--- config.mk ---
export PLATFORM = sky130hd
export DESIGN_NAME = pifo_access_ctrl_flat
export DESIGN_NICKNAME = d
export VERILOG_FILES = /design/src/rtl/pifo_access_ctrl_pkg.sv /design/src/rtl/pifo_access_ctrl_if.sv /design/src/rtl/pifo_access_ctrl_rr_arbiter.sv /design/src/rtl/pifo_access_ctrl.sv /design/src/flat_wrapper.sv
export SDC_FILE = /design/constraint.sdc
export NUM_CORES = 1
export LEC_CHECK = 0
export BUFFER_PORTS_ARGS = -buffer_cell sky130_fd_sc_hd__clkbuf_2
export CAP_MARGIN = 20
export CORE_MARGIN = 10
export CORE_UTILIZATION = 30
export CTS_CLUSTER_DIAMETER = 50
export CTS_CLUSTER_SIZE = 10
export DETAILED_ROUTE_END_ITERATION = 8
export RECOVER_POWER = 100
export SLEW_MARGIN = 40
export SYNTH_ARGS = -nofsm -noshare
export SYNTH_HDL_FRONTEND = slang
export SYNTH_SLANG_ARGS = --single-unit
export TNS_END_PERCENT = 5
--- constraint.sdc ---
create_clock -name clk -period 5.2 [get_ports clk]
set_input_delay 0.78 -clock clk [delete_from_list [all_inputs] [get_ports clk]]
set_output_delay 0.78 -clock clk [all_outputs]
set_load 0.1 [all_outputs]
--- src/rtl/pifo_access_ctrl_pkg.sv ---
// ---------------------------------------------------------------------------
// pifo_pkg
//   Shared types for the PIFO access path: priority-width helper, the entry
//   record carried between requesters and the PIFO, the last-operation
//   marker used for enqueue/dequeue alternation, and the controller states.
//   No ports; imported by the interface, arbiter and controller.
// ---------------------------------------------------------------------------
package pifo_pkg;

  // Default widths used by the entry record and by the PIFO-side interface.
  localparam int DEF_PRIO_WIDTH = 8;
  localparam int DEF_DATA_WIDTH = 8;

  // Number of bits needed to hold priorities 0..max_priority-1.
  function automatic int prio_width(input int max_priority);
    return (max_priority > 1) ? $clog2(max_priority) : 1;
  endfunction

  typedef struct packed {
    logic [DEF_DATA_WIDTH-1:0] data;
    logic [DEF_PRIO_WIDTH-1:0] prio;
  } PifoEntry;

  typedef enum logic {
    ENQ = 1'b0,
    DEQ = 1'b1
  } op_t;

  typedef enum logic [1:0] {
    RUN      = 2'd0,
    CLR      = 2'd1,
    CLR_WAIT = 2'd2
  } state_t;

endpackage

--- src/rtl/pifo_access_ctrl_if.sv ---
// ---------------------------------------------------------------------------
// pifo_access_ctrl_if
//   Bundle between the access controller and the single shared PIFO.
//   master: controller side (drives push/pop/clear, sees full/head).
//   slave : PIFO side.
//   Signals:
//     pifo_in_valid / pifo_in_priority / pifo_in : push strobe and entry
//     pifo_in_ready                              : PIFO not full
//     pifo_out_valid / pifo_out_priority / pifo_out : PIFO head
//     pifo_out_ready                             : pop strobe
//     pifo_clear_all                             : flush strobe
// ---------------------------------------------------------------------------
interface pifo_access_ctrl_if #(
  parameter int PRIO_WIDTH = 8,
  parameter int DATA_WIDTH = 8
);

  logic                  pifo_in_valid;
  logic [PRIO_WIDTH-1:0] pifo_in_priority;
  logic [DATA_WIDTH-1:0] pifo_in;
  logic                  pifo_in_ready;
  logic                  pifo_out_valid;
  logic [PRIO_WIDTH-1:0] pifo_out_priority;
  logic [DATA_WIDTH-1:0] pifo_out;
  logic                  pifo_out_ready;
  logic                  pifo_clear_all;

  modport master (
    output pifo_in_valid, pifo_in_priority, pifo_in,
    output pifo_out_ready, pifo_clear_all,
    input  pifo_in_ready,
    input  pifo_out_valid, pifo_out_priority, pifo_out
  );

  modport slave (
    input  pifo_in_valid, pifo_in_priority, pifo_in,
    input  pifo_out_ready, pifo_clear_all,
    output pifo_in_ready,
    output pifo_out_valid, pifo_out_priority, pifo_out
  );

endinterface

--- src/rtl/pifo_access_ctrl_rr_arbiter.sv ---
// ---------------------------------------------------------------------------
// rr_arbiter
//   Combinational round-robin picker: the winner is the first set bit of
//   req at or above rr_ptr, scanning upward and wrapping.
//   Ports:
//     req     in  NUM_REQ    request vector
//     rr_ptr  in  PTR_WIDTH  highest-priority position this cycle
//     grant   out NUM_REQ    one-hot grant (all zero when no request)
//     winner  out PTR_WIDTH  encoded index of the granted requester
//     any_req out 1          some request present
// ---------------------------------------------------------------------------
module rr_arbiter #(
  parameter  int NUM_REQ   = 4,
  localparam int PTR_WIDTH = (NUM_REQ > 1) ? $clog2(NUM_REQ) : 1
) (
  input  logic [NUM_REQ-1:0]   req,
  input  logic [PTR_WIDTH-1:0] rr_ptr,
  output logic [NUM_REQ-1:0]   grant,
  output logic [PTR_WIDTH-1:0] winner,
  output logic                 any_req
);

  int idx;

  // Walk the requesters starting at rr_ptr; the first hit wins and later
  // hits are ignored via any_req.
  always_comb begin
    grant   = '0;
    winner  = '0;
    any_req = 1'b0;
    idx     = 0;
    for (int i = 0; i < NUM_REQ; i++) begin
      idx = int'(rr_ptr) + i;
      if (idx >= NUM_REQ) begin
        idx = idx - NUM_REQ;
      end
      if (!any_req && req[PTR_WIDTH'(idx)]) begin
        any_req                 = 1'b1;
        grant[PTR_WIDTH'(idx)]  = 1'b1;
        winner                  = PTR_WIDTH'(idx);
      end
    end
  end

endmodule

--- src/rtl/pifo_access_ctrl.sv ---
// ---------------------------------------------------------------------------
// pifo_access_ctrl
//   Shares one PIFO between NUM_REQ enqueue requesters and one dequeue
//   client so that at most one push or pop reaches the PIFO per cycle.
//   Enqueuers are arbitrated round-robin; enqueue vs. dequeue alternates on
//   conflict. Also sequences a clear-all and tracks occupancy.
//   Ports:
//     clk, reset         clock, synchronous active-high reset
//     i__enq_valid       per-requester enqueue request
//     i__enq_priority    packed priorities, requester k at [k*PRIO_WIDTH +:]
//     i__enq_data        packed payloads, same packing
//     o__enq_ready       one-hot grant (zero-latency)
//     i__deq_req         level request to pop the head
//     o__deq_valid       one-cycle pulse, the cycle after a pop
//     o__deq_priority    popped priority (registered)
//     o__deq_data        popped payload (registered)
//     i__clear_req       flush request
//     o__clear_busy      high during CLR / CLR_WAIT
//     o__occupancy       entries currently held
//     pifo               master side of the PIFO bundle
// ---------------------------------------------------------------------------
module pifo_access_ctrl
  import pifo_pkg::*;
#(
  parameter  int NUM_REQ      = 4,
  parameter  int NUM_ELEMENTS = 16,
  parameter  int MAX_PRIORITY = 256,
  parameter  int DATA_WIDTH   = 8,
  localparam int PRIO_WIDTH   = prio_width(MAX_PRIORITY),
  localparam int PTR_WIDTH    = (NUM_REQ > 1) ? $clog2(NUM_REQ) : 1,
  localparam int OCC_WIDTH    = $clog2(NUM_ELEMENTS + 1)
) (
  input  logic                          clk,
  input  logic                          reset,
  input  logic [NUM_REQ-1:0]            i__enq_valid,
  input  logic [NUM_REQ*PRIO_WIDTH-1:0] i__enq_priority,
  input  logic [NUM_REQ*DATA_WIDTH-1:0] i__enq_data,
  output logic [NUM_REQ-1:0]            o__enq_ready,
  input  logic                          i__deq_req,
  output logic                          o__deq_valid,
  output logic [PRIO_WIDTH-1:0]         o__deq_priority,
  output logic [DATA_WIDTH-1:0]         o__deq_data,
  input  logic                          i__clear_req,
  output logic                          o__clear_busy,
  output logic [OCC_WIDTH-1:0]          o__occupancy,
  pifo_access_ctrl_if.master            pifo
);

  localparam logic [OCC_WIDTH-1:0] OCC_FULL = OCC_WIDTH'(NUM_ELEMENTS);
  localparam logic [PTR_WIDTH-1:0] PTR_LAST = PTR_WIDTH'(NUM_REQ - 1);

  state_t                state_q, state_d;
  op_t                   last_op_q;
  logic [PTR_WIDTH-1:0]  rr_ptr_q;
  logic [OCC_WIDTH-1:0]  occ_q;
  logic                  deq_valid_q;
  logic [PRIO_WIDTH-1:0] deq_priority_q;
  logic [DATA_WIDTH-1:0] deq_data_q;

  logic [NUM_REQ-1:0]    arb_grant;
  logic [PTR_WIDTH-1:0]  arb_winner;
  logic                  arb_any;
  logic                  enq_cand;
  logic                  deq_cand;
  logic                  grant_ok;
  logic                  do_enq;
  logic                  do_deq;
  logic [PRIO_WIDTH-1:0] prio_mux;
  logic [DATA_WIDTH-1:0] data_mux;

  rr_arbiter #(
    .NUM_REQ (NUM_REQ)
  ) u_rr_arbiter (
    .req     (i__enq_valid),
    .rr_ptr  (rr_ptr_q),
    .grant   (arb_grant),
    .winner  (arb_winner),
    .any_req (arb_any)
  );

  // Select the winning requester's entry for the PIFO push port.
  always_comb begin
    prio_mux = '0;
    data_mux = '0;
    for (int k = 0; k < NUM_REQ; k++) begin
      if (PTR_WIDTH'(k) == arb_winner) begin
        prio_mux = i__enq_priority[k*PRIO_WIDTH +: PRIO_WIDTH];
        data_mux = i__enq_data[k*DATA_WIDTH +: DATA_WIDTH];
      end
    end
  end

  // Decide which single operation (if any) reaches the PIFO this cycle.
  // A clear request seen in RUN suppresses grants in that same cycle, and
  // reset suppresses everything combinationally. On a push/pop tie the
  // operation that did not go last wins.
  always_comb begin
    enq_cand = arb_any && pifo.pifo_in_ready;
    deq_cand = i__deq_req && pifo.pifo_out_valid;
    grant_ok = !reset && (state_q == RUN) && !i__clear_req;
    do_enq   = 1'b0;
    do_deq   = 1'b0;
    if (grant_ok) begin
      if (enq_cand && deq_cand) begin
        if (last_op_q == ENQ) begin
          do_deq = 1'b1;
        end else begin
          do_enq = 1'b1;
        end
      end else if (enq_cand) begin
        do_enq = 1'b1;
      end else if (deq_cand) begin
        do_deq = 1'b1;
      end
    end
  end

  // Clear sequencing: RUN -> CLR (strobe) -> CLR_WAIT (settle) -> RUN.
  always_comb begin
    state_d = state_q;
    unique case (state_q)
      RUN:      if (i__clear_req) state_d = CLR;
      CLR:      state_d = CLR_WAIT;
      CLR_WAIT: state_d = RUN;
      default:  state_d = RUN;
    endcase
  end

  // Drive outputs; everything is held low while reset is asserted.
  always_comb begin
    o__enq_ready           = do_enq ? arb_grant : '0;
    pifo.pifo_in_valid     = do_enq;
    pifo.pifo_in_priority  = do_enq ? prio_mux : '0;
    pifo.pifo_in           = do_enq ? data_mux : '0;
    pifo.pifo_out_ready    = do_deq;
    pifo.pifo_clear_all    = !reset && (state_q == CLR);
    o__clear_busy          = !reset && (state_q != RUN);
    o__occupancy           = occ_q;
    o__deq_valid           = deq_valid_q;
    o__deq_priority        = deq_priority_q;
    o__deq_data            = deq_data_q;
  end

  // State, arbitration history, occupancy and the registered pop response.
  always_ff @(posedge clk) begin
    if (reset) begin
      state_q        <= RUN;
      last_op_q      <= ENQ;
      rr_ptr_q       <= '0;
      occ_q          <= '0;
      deq_valid_q    <= 1'b0;
      deq_priority_q <= '0;
      deq_data_q     <= '0;
    end else begin
      state_q     <= state_d;
      deq_valid_q <= do_deq;

      if (do_enq) begin
        last_op_q <= ENQ;
        rr_ptr_q  <= (arb_winner == PTR_LAST) ? '0 : arb_winner + PTR_WIDTH'(1);
      end else if (do_deq) begin
        last_op_q <= DEQ;
      end

      if (do_deq) begin
        deq_priority_q <= pifo.pifo_out_priority;
        deq_data_q     <= pifo.pifo_out;
      end

      if (state_q == CLR) begin
        occ_q <= '0;
      end else if (do_enq && (occ_q != OCC_FULL)) begin
        occ_q <= occ_q + OCC_WIDTH'(1);
      end else if (do_deq && (occ_q != '0)) begin
        occ_q <= occ_q - OCC_WIDTH'(1);
      end
    end
  end

endmodule

--- src/flat_wrapper.sv ---
// flat-port wrapper written by rule: the top's interface ports become plain ports
module pifo_access_ctrl_flat import pifo_pkg::*;
#(
  parameter  int NUM_REQ      = 4,
  parameter  int NUM_ELEMENTS = 16,
  parameter  int MAX_PRIORITY = 256,
  parameter  int DATA_WIDTH   = 8,
  localparam int PRIO_WIDTH   = prio_width(MAX_PRIORITY),
  localparam int PTR_WIDTH    = (NUM_REQ > 1) ? $clog2(NUM_REQ) : 1,
  localparam int OCC_WIDTH    = $clog2(NUM_ELEMENTS + 1)
)
  (clk, reset, i__enq_valid, i__enq_priority, i__enq_data, o__enq_ready, i__deq_req, o__deq_valid, o__deq_priority, o__deq_data, i__clear_req, o__clear_busy, o__occupancy, pifo_pifo_in_valid, pifo_pifo_in_priority, pifo_pifo_in, pifo_pifo_out_ready, pifo_pifo_clear_all, pifo_pifo_in_ready, pifo_pifo_out_valid, pifo_pifo_out_priority, pifo_pifo_out);
  pifo_access_ctrl_if #(.PRIO_WIDTH(8), .DATA_WIDTH(DATA_WIDTH)) pifo_i ();
  input  logic clk;
  input  logic reset;
  input  logic [NUM_REQ-1:0] i__enq_valid;
  input  logic [NUM_REQ*PRIO_WIDTH-1:0] i__enq_priority;
  input  logic [NUM_REQ*DATA_WIDTH-1:0] i__enq_data;
  output logic [NUM_REQ-1:0] o__enq_ready;
  input  logic i__deq_req;
  output logic o__deq_valid;
  output logic [PRIO_WIDTH-1:0] o__deq_priority;
  output logic [DATA_WIDTH-1:0] o__deq_data;
  input  logic i__clear_req;
  output logic o__clear_busy;
  output logic [OCC_WIDTH-1:0] o__occupancy;
  output wire logic [$bits(pifo_i.pifo_in_valid)-1:0] pifo_pifo_in_valid;
  output wire logic [$bits(pifo_i.pifo_in_priority)-1:0] pifo_pifo_in_priority;
  output wire logic [$bits(pifo_i.pifo_in)-1:0] pifo_pifo_in;
  output wire logic [$bits(pifo_i.pifo_out_ready)-1:0] pifo_pifo_out_ready;
  output wire logic [$bits(pifo_i.pifo_clear_all)-1:0] pifo_pifo_clear_all;
  input wire logic [$bits(pifo_i.pifo_in_ready)-1:0] pifo_pifo_in_ready;
  input wire logic [$bits(pifo_i.pifo_out_valid)-1:0] pifo_pifo_out_valid;
  input wire logic [$bits(pifo_i.pifo_out_priority)-1:0] pifo_pifo_out_priority;
  input wire logic [$bits(pifo_i.pifo_out)-1:0] pifo_pifo_out;
  assign pifo_pifo_in_valid = pifo_i.pifo_in_valid;
  assign pifo_pifo_in_priority = pifo_i.pifo_in_priority;
  assign pifo_pifo_in = pifo_i.pifo_in;
  assign pifo_pifo_out_ready = pifo_i.pifo_out_ready;
  assign pifo_pifo_clear_all = pifo_i.pifo_clear_all;
  assign pifo_i.pifo_in_ready = pifo_pifo_in_ready;
  assign pifo_i.pifo_out_valid = pifo_pifo_out_valid;
  assign pifo_i.pifo_out_priority = pifo_pifo_out_priority;
  assign pifo_i.pifo_out = pifo_pifo_out;
  pifo_access_ctrl #(.NUM_REQ(NUM_REQ), .NUM_ELEMENTS(NUM_ELEMENTS), .MAX_PRIORITY(MAX_PRIORITY), .DATA_WIDTH(DATA_WIDTH)) u_core (.clk(clk), .reset(reset), .i__enq_valid(i__enq_valid), .i__enq_priority(i__enq_priority), .i__enq_data(i__enq_data), .o__enq_ready(o__enq_ready), .i__deq_req(i__deq_req), .o__deq_valid(o__deq_valid), .o__deq_priority(o__deq_priority), .o__deq_data(o__deq_data), .i__clear_req(i__clear_req), .o__clear_busy(o__clear_busy), .o__occupancy(o__occupancy), .pifo(pifo_i));
endmodule
==> run_results.csv <==
group,metric,value,unit
synth,synthCells,297,
clock_tree,hold_buffers,0,
layout,diodes,0,
drt,ant_nets,0,
drt,initialDrtViolationCount,97,
global_route,gr-total-overflow,0,
floorplanning,placementRows,31,
clock_tree,clockBufferDepth,2,
timing,hold_viol,0,
drt,totalWireLength,8.25,mm
clock_tree,clk_pin_slew,0.09,ns
synth,synth_flop_cell,"dfxtp_1",
floorplanning,ios,136,
clock_tree,cts.sinks,27,
min_path,whs_path_depth,2,
worst_setup_path,reg2reg_from,"u_core.rr_ptr_q[1]",
drt,wl_per_cell,15.9,um
synth,yosysMostFrequentCell,"nand2_1",
synth,synth_enable_flop_cells,0,
layout,final_cells,519,
layout,fin_area,0.00303,sq mm
timing,max_freq,0.206,GHz
clock_tree,numCtsBuffers,3,
min_path,hp-class,"flip-flop to flip-flop",
synth,seq_area_frac_synth,24.0,%
synth,yosysUniqueCellTypes,46,
power_and_ir_drop,p_leak,1.32,nW
synth,async_flop_share,0,%
clock_tree,cts_tree,"yes",
synth,synth_nets,404,
layout,areaGrowthSynthToFinish,34.5,%
worst_setup_path,timing.rr.end,"u_core.o__occupancy[4]",
floorplanning,coreArea,0.00729,sq mm
floorplanning,die_w,107,um
floorplanning,dieArea,0.0114,sq mm
power_and_ir_drop,power_density,227,mW/mm^2
worst_setup_path,path_class,"flip-flop to primary output",
clock_tree,clock-root-buffer,"clkbuf_8",
layout,fillerInstances,786,
timing,max-slew-margin-rel,19.3,%
synth,yosysWarnings,0,
floorplanning,fp.dieH,107,um
worst_setup_path,cp-end-kind,"primary output",
layout,drive_gt1_share,30.7,%
clock_tree,insertion_delay,0.27,ns
synth,synth_commonest_cells,"nand2_1, a21oi_1, dfxtp_1",
floorplanning,start_util,30.9,%
worst_setup_path,startpoint_type,"flip-flop",
power_and_ir_drop,fin_total_pwr,0.000688,W
worst_setup_path,rrSetupSlack,0.78,ns
placement,dp_hpwl,6.74,mm
placement,io_buffers,135,
outcome,status,"complete, no violations",
clock_tree,cts_setup_buffers,0,
layout,fin_nets,528,
power_and_ir_drop,ir_drop,0.153,mV
worst_setup_path,path_max_fanout,13,
placement,dpl_cell_area,0.00321,sq mm
global_route,gr-usage-all-layers,13.3,%
drt,route.detailed.drc,0,
synth,synth_largest_area_cell,"dfxtp_1",
timing,holdWs,0.457,ns
global_route,grt_pass1_wl,13.0,mm
timing,finalSetupViolCount,0,
global_route,antenna_found_initial,0,
min_path,hp-start,"u_core.o__deq_data[3]",
placement,place_inst,515,
timing,finalCriticalPeriod,4.85,ns
worst_setup_path,critPathArrivalTime,4.07,ns
synth,syn-cell-area,0.00225,sq mm
global_route,grt_pass1_vias,2527,
drt,vias,2626,
synth,synthTopCellsByArea,"dfxtp_1, a21oi_1, ha_1, nand2_1, nor2b_1",
run,max_cap_violations,0,
drt,firstDrtPassIters,4,
drt,viasPerCell,5.06,
timing,fin_skew,0.00395,ns
global_route,grt_max_degree,33,
worst_setup_path,required,4.42,ns
synth,synth_top_cell_area_share,24.0,%
timing,slew_viol_final,0,
synth,synth_area_per_cell,7.59,sq um
worst_setup_path,rr_worst_depth,13,
layout,utilization,41.6,%
synth,ys_ff_latch,27,
timing,tightest_slew,1.22,ns
timing,post-route-period-util,93.4,%
placement,gp_congestion,0.814,
timing,rsz0062_at_grt,"false",
clock_tree,htree_levels,1,
min_path,holdPathEnd,"u_core.o__deq_data[3]",
cells in the final DEF (no fill, tap or decap), types with 2 or more instances in the layout:
master	count
clkbuf_2	93
nand2_1	48
a21oi_1	42
clkbuf_1	27
dfxtp_1	27
nor2b_1	22
nor2_1	22
nor3_1	19
a221oi_1	16
ha_1	15
inv_1	10
buf_4	10
clkbuf_4	9
mux2i_1	6
o21ai_0	5
mux4_2	3
o31ai_1	3
nor3b_1	3
clkbuf_8	3
or2_2	2
or3_1	2
mux2_2	2
and2_1	2
a222oi_1	2
a21oi_2	2
nand3_1	2
worst max-delay path: stages (launching register included):
cell	delay, ns
dfxtp_1	0.53
inv_1	0.18
ha_1	0.39
mux4_2	0.61
nor3_1	0.22
and2_1	0.20
nor2_1	0.07
or2_2	0.28
ha_1	0.22
nor2b_4	0.30
a221oi_1	0.13
nor3_1	0.17
a21oi_1	0.06
nor2_1	0.09
clkbuf_4	0.34
registers in the layout, indices dropped and copies added, names as in the netlist:
signal	count
u_core.last_op_q	1
u_core.o__deq_data	8
u_core.rr_ptr_q	2
u_core.state_q	2
u_core.o__occupancy	5
u_core.o__deq_valid	1
u_core.o__deq_priority	8
stage by stage:
step / worst slack (ns) / TNS, ns
2_1_floorplan: -0.176 / -1.67
3_3_place_gp: 0.308 / 0
3_5_place_dp: 0.513 / 0
4_1_cts: 0.198 / 0
5_1_grt: 0.0128 / 0
6_report: 0.346 / 0
layer usage:
layer | up-vias | GRT usage, % | share of wire [%]
li1 | 1312 | - | -
met1 | 1172 | 16.0 | 44
met2 | 136 | 22.3 | 45
met3 | 6 | 5.15 | 11
met4 | 0 | 2.03 | 0.63
met5 | - | 0 | 0
kinds of logic (layout without fill, tap and decap cells):
kind of cell / count (synthesis) / after routing / share of synthesized area (%)
xor+xnor: 2 / 2 / 0.777
buf+inv: 31 / 154 / 6.99
fa+ha+maj: 17 / 17 / 9.77
mux: 12 / 12 / 7.82
compound gates: 80 / 80 / 23.6
flops: 27 / 27 / 24.0
simple gates: 128 / 128 / 27.1
how the worst max path moves through the flow:
stage,start,to,slack [ns],cells after the start
CTS,u_core.rr_ptr_q[1],pifo_pifo_in_priority[0],0.20,14
detailed placement,u_core.rr_ptr_q[1],pifo_pifo_in_priority[5],0.51,14
finish,u_core.rr_ptr_q[1],pifo_pifo_in_priority[5],0.35,14
global route,u_core.rr_ptr_q[1],pifo_pifo_in_priority[4],0.01,15
floorplan,u_core.rr_ptr_q[0],pifo_pifo_in[7],-0.18,15
global placement,u_core.rr_ptr_q[1],pifo_pifo_in[4],0.31,14
timing repair:
action / 4_1_cts / 5_1_grt
endpoints found under the setup margin: 0 / 13
endpoints found under the hold margin: 0 / 0
resized for setup: 0 / 1
final cells by class:
| type | count | area, sq um | area share, % |
|---|---|---|---|
| Inverter | 11 | 42.5 | 1.40 |
| Clock buffer | 4 | 45.0 | 1.49 |
| Tap cell | 99 | 124 | 4.08 |
| Multi-Input combinational cell | 239 | 1560 | 51.3 |
| Sequential cell | 27 | 541 | 17.8 |
| Timing Repair Buffer | 139 | 726 | 23.9 |
where the power goes:
part / total [W] / leakage, nW / switching [W] / internal (W)
Clock: 0.000116 / 0.0228 / 0.0000610 / 0.0000548
Combinational: 0.000347 / 1.08 / 0.000225 / 0.000122
Sequential: 0.000225 / 0.219 / 0.00000961 / 0.000215
(Power assumes the default switching activity.)
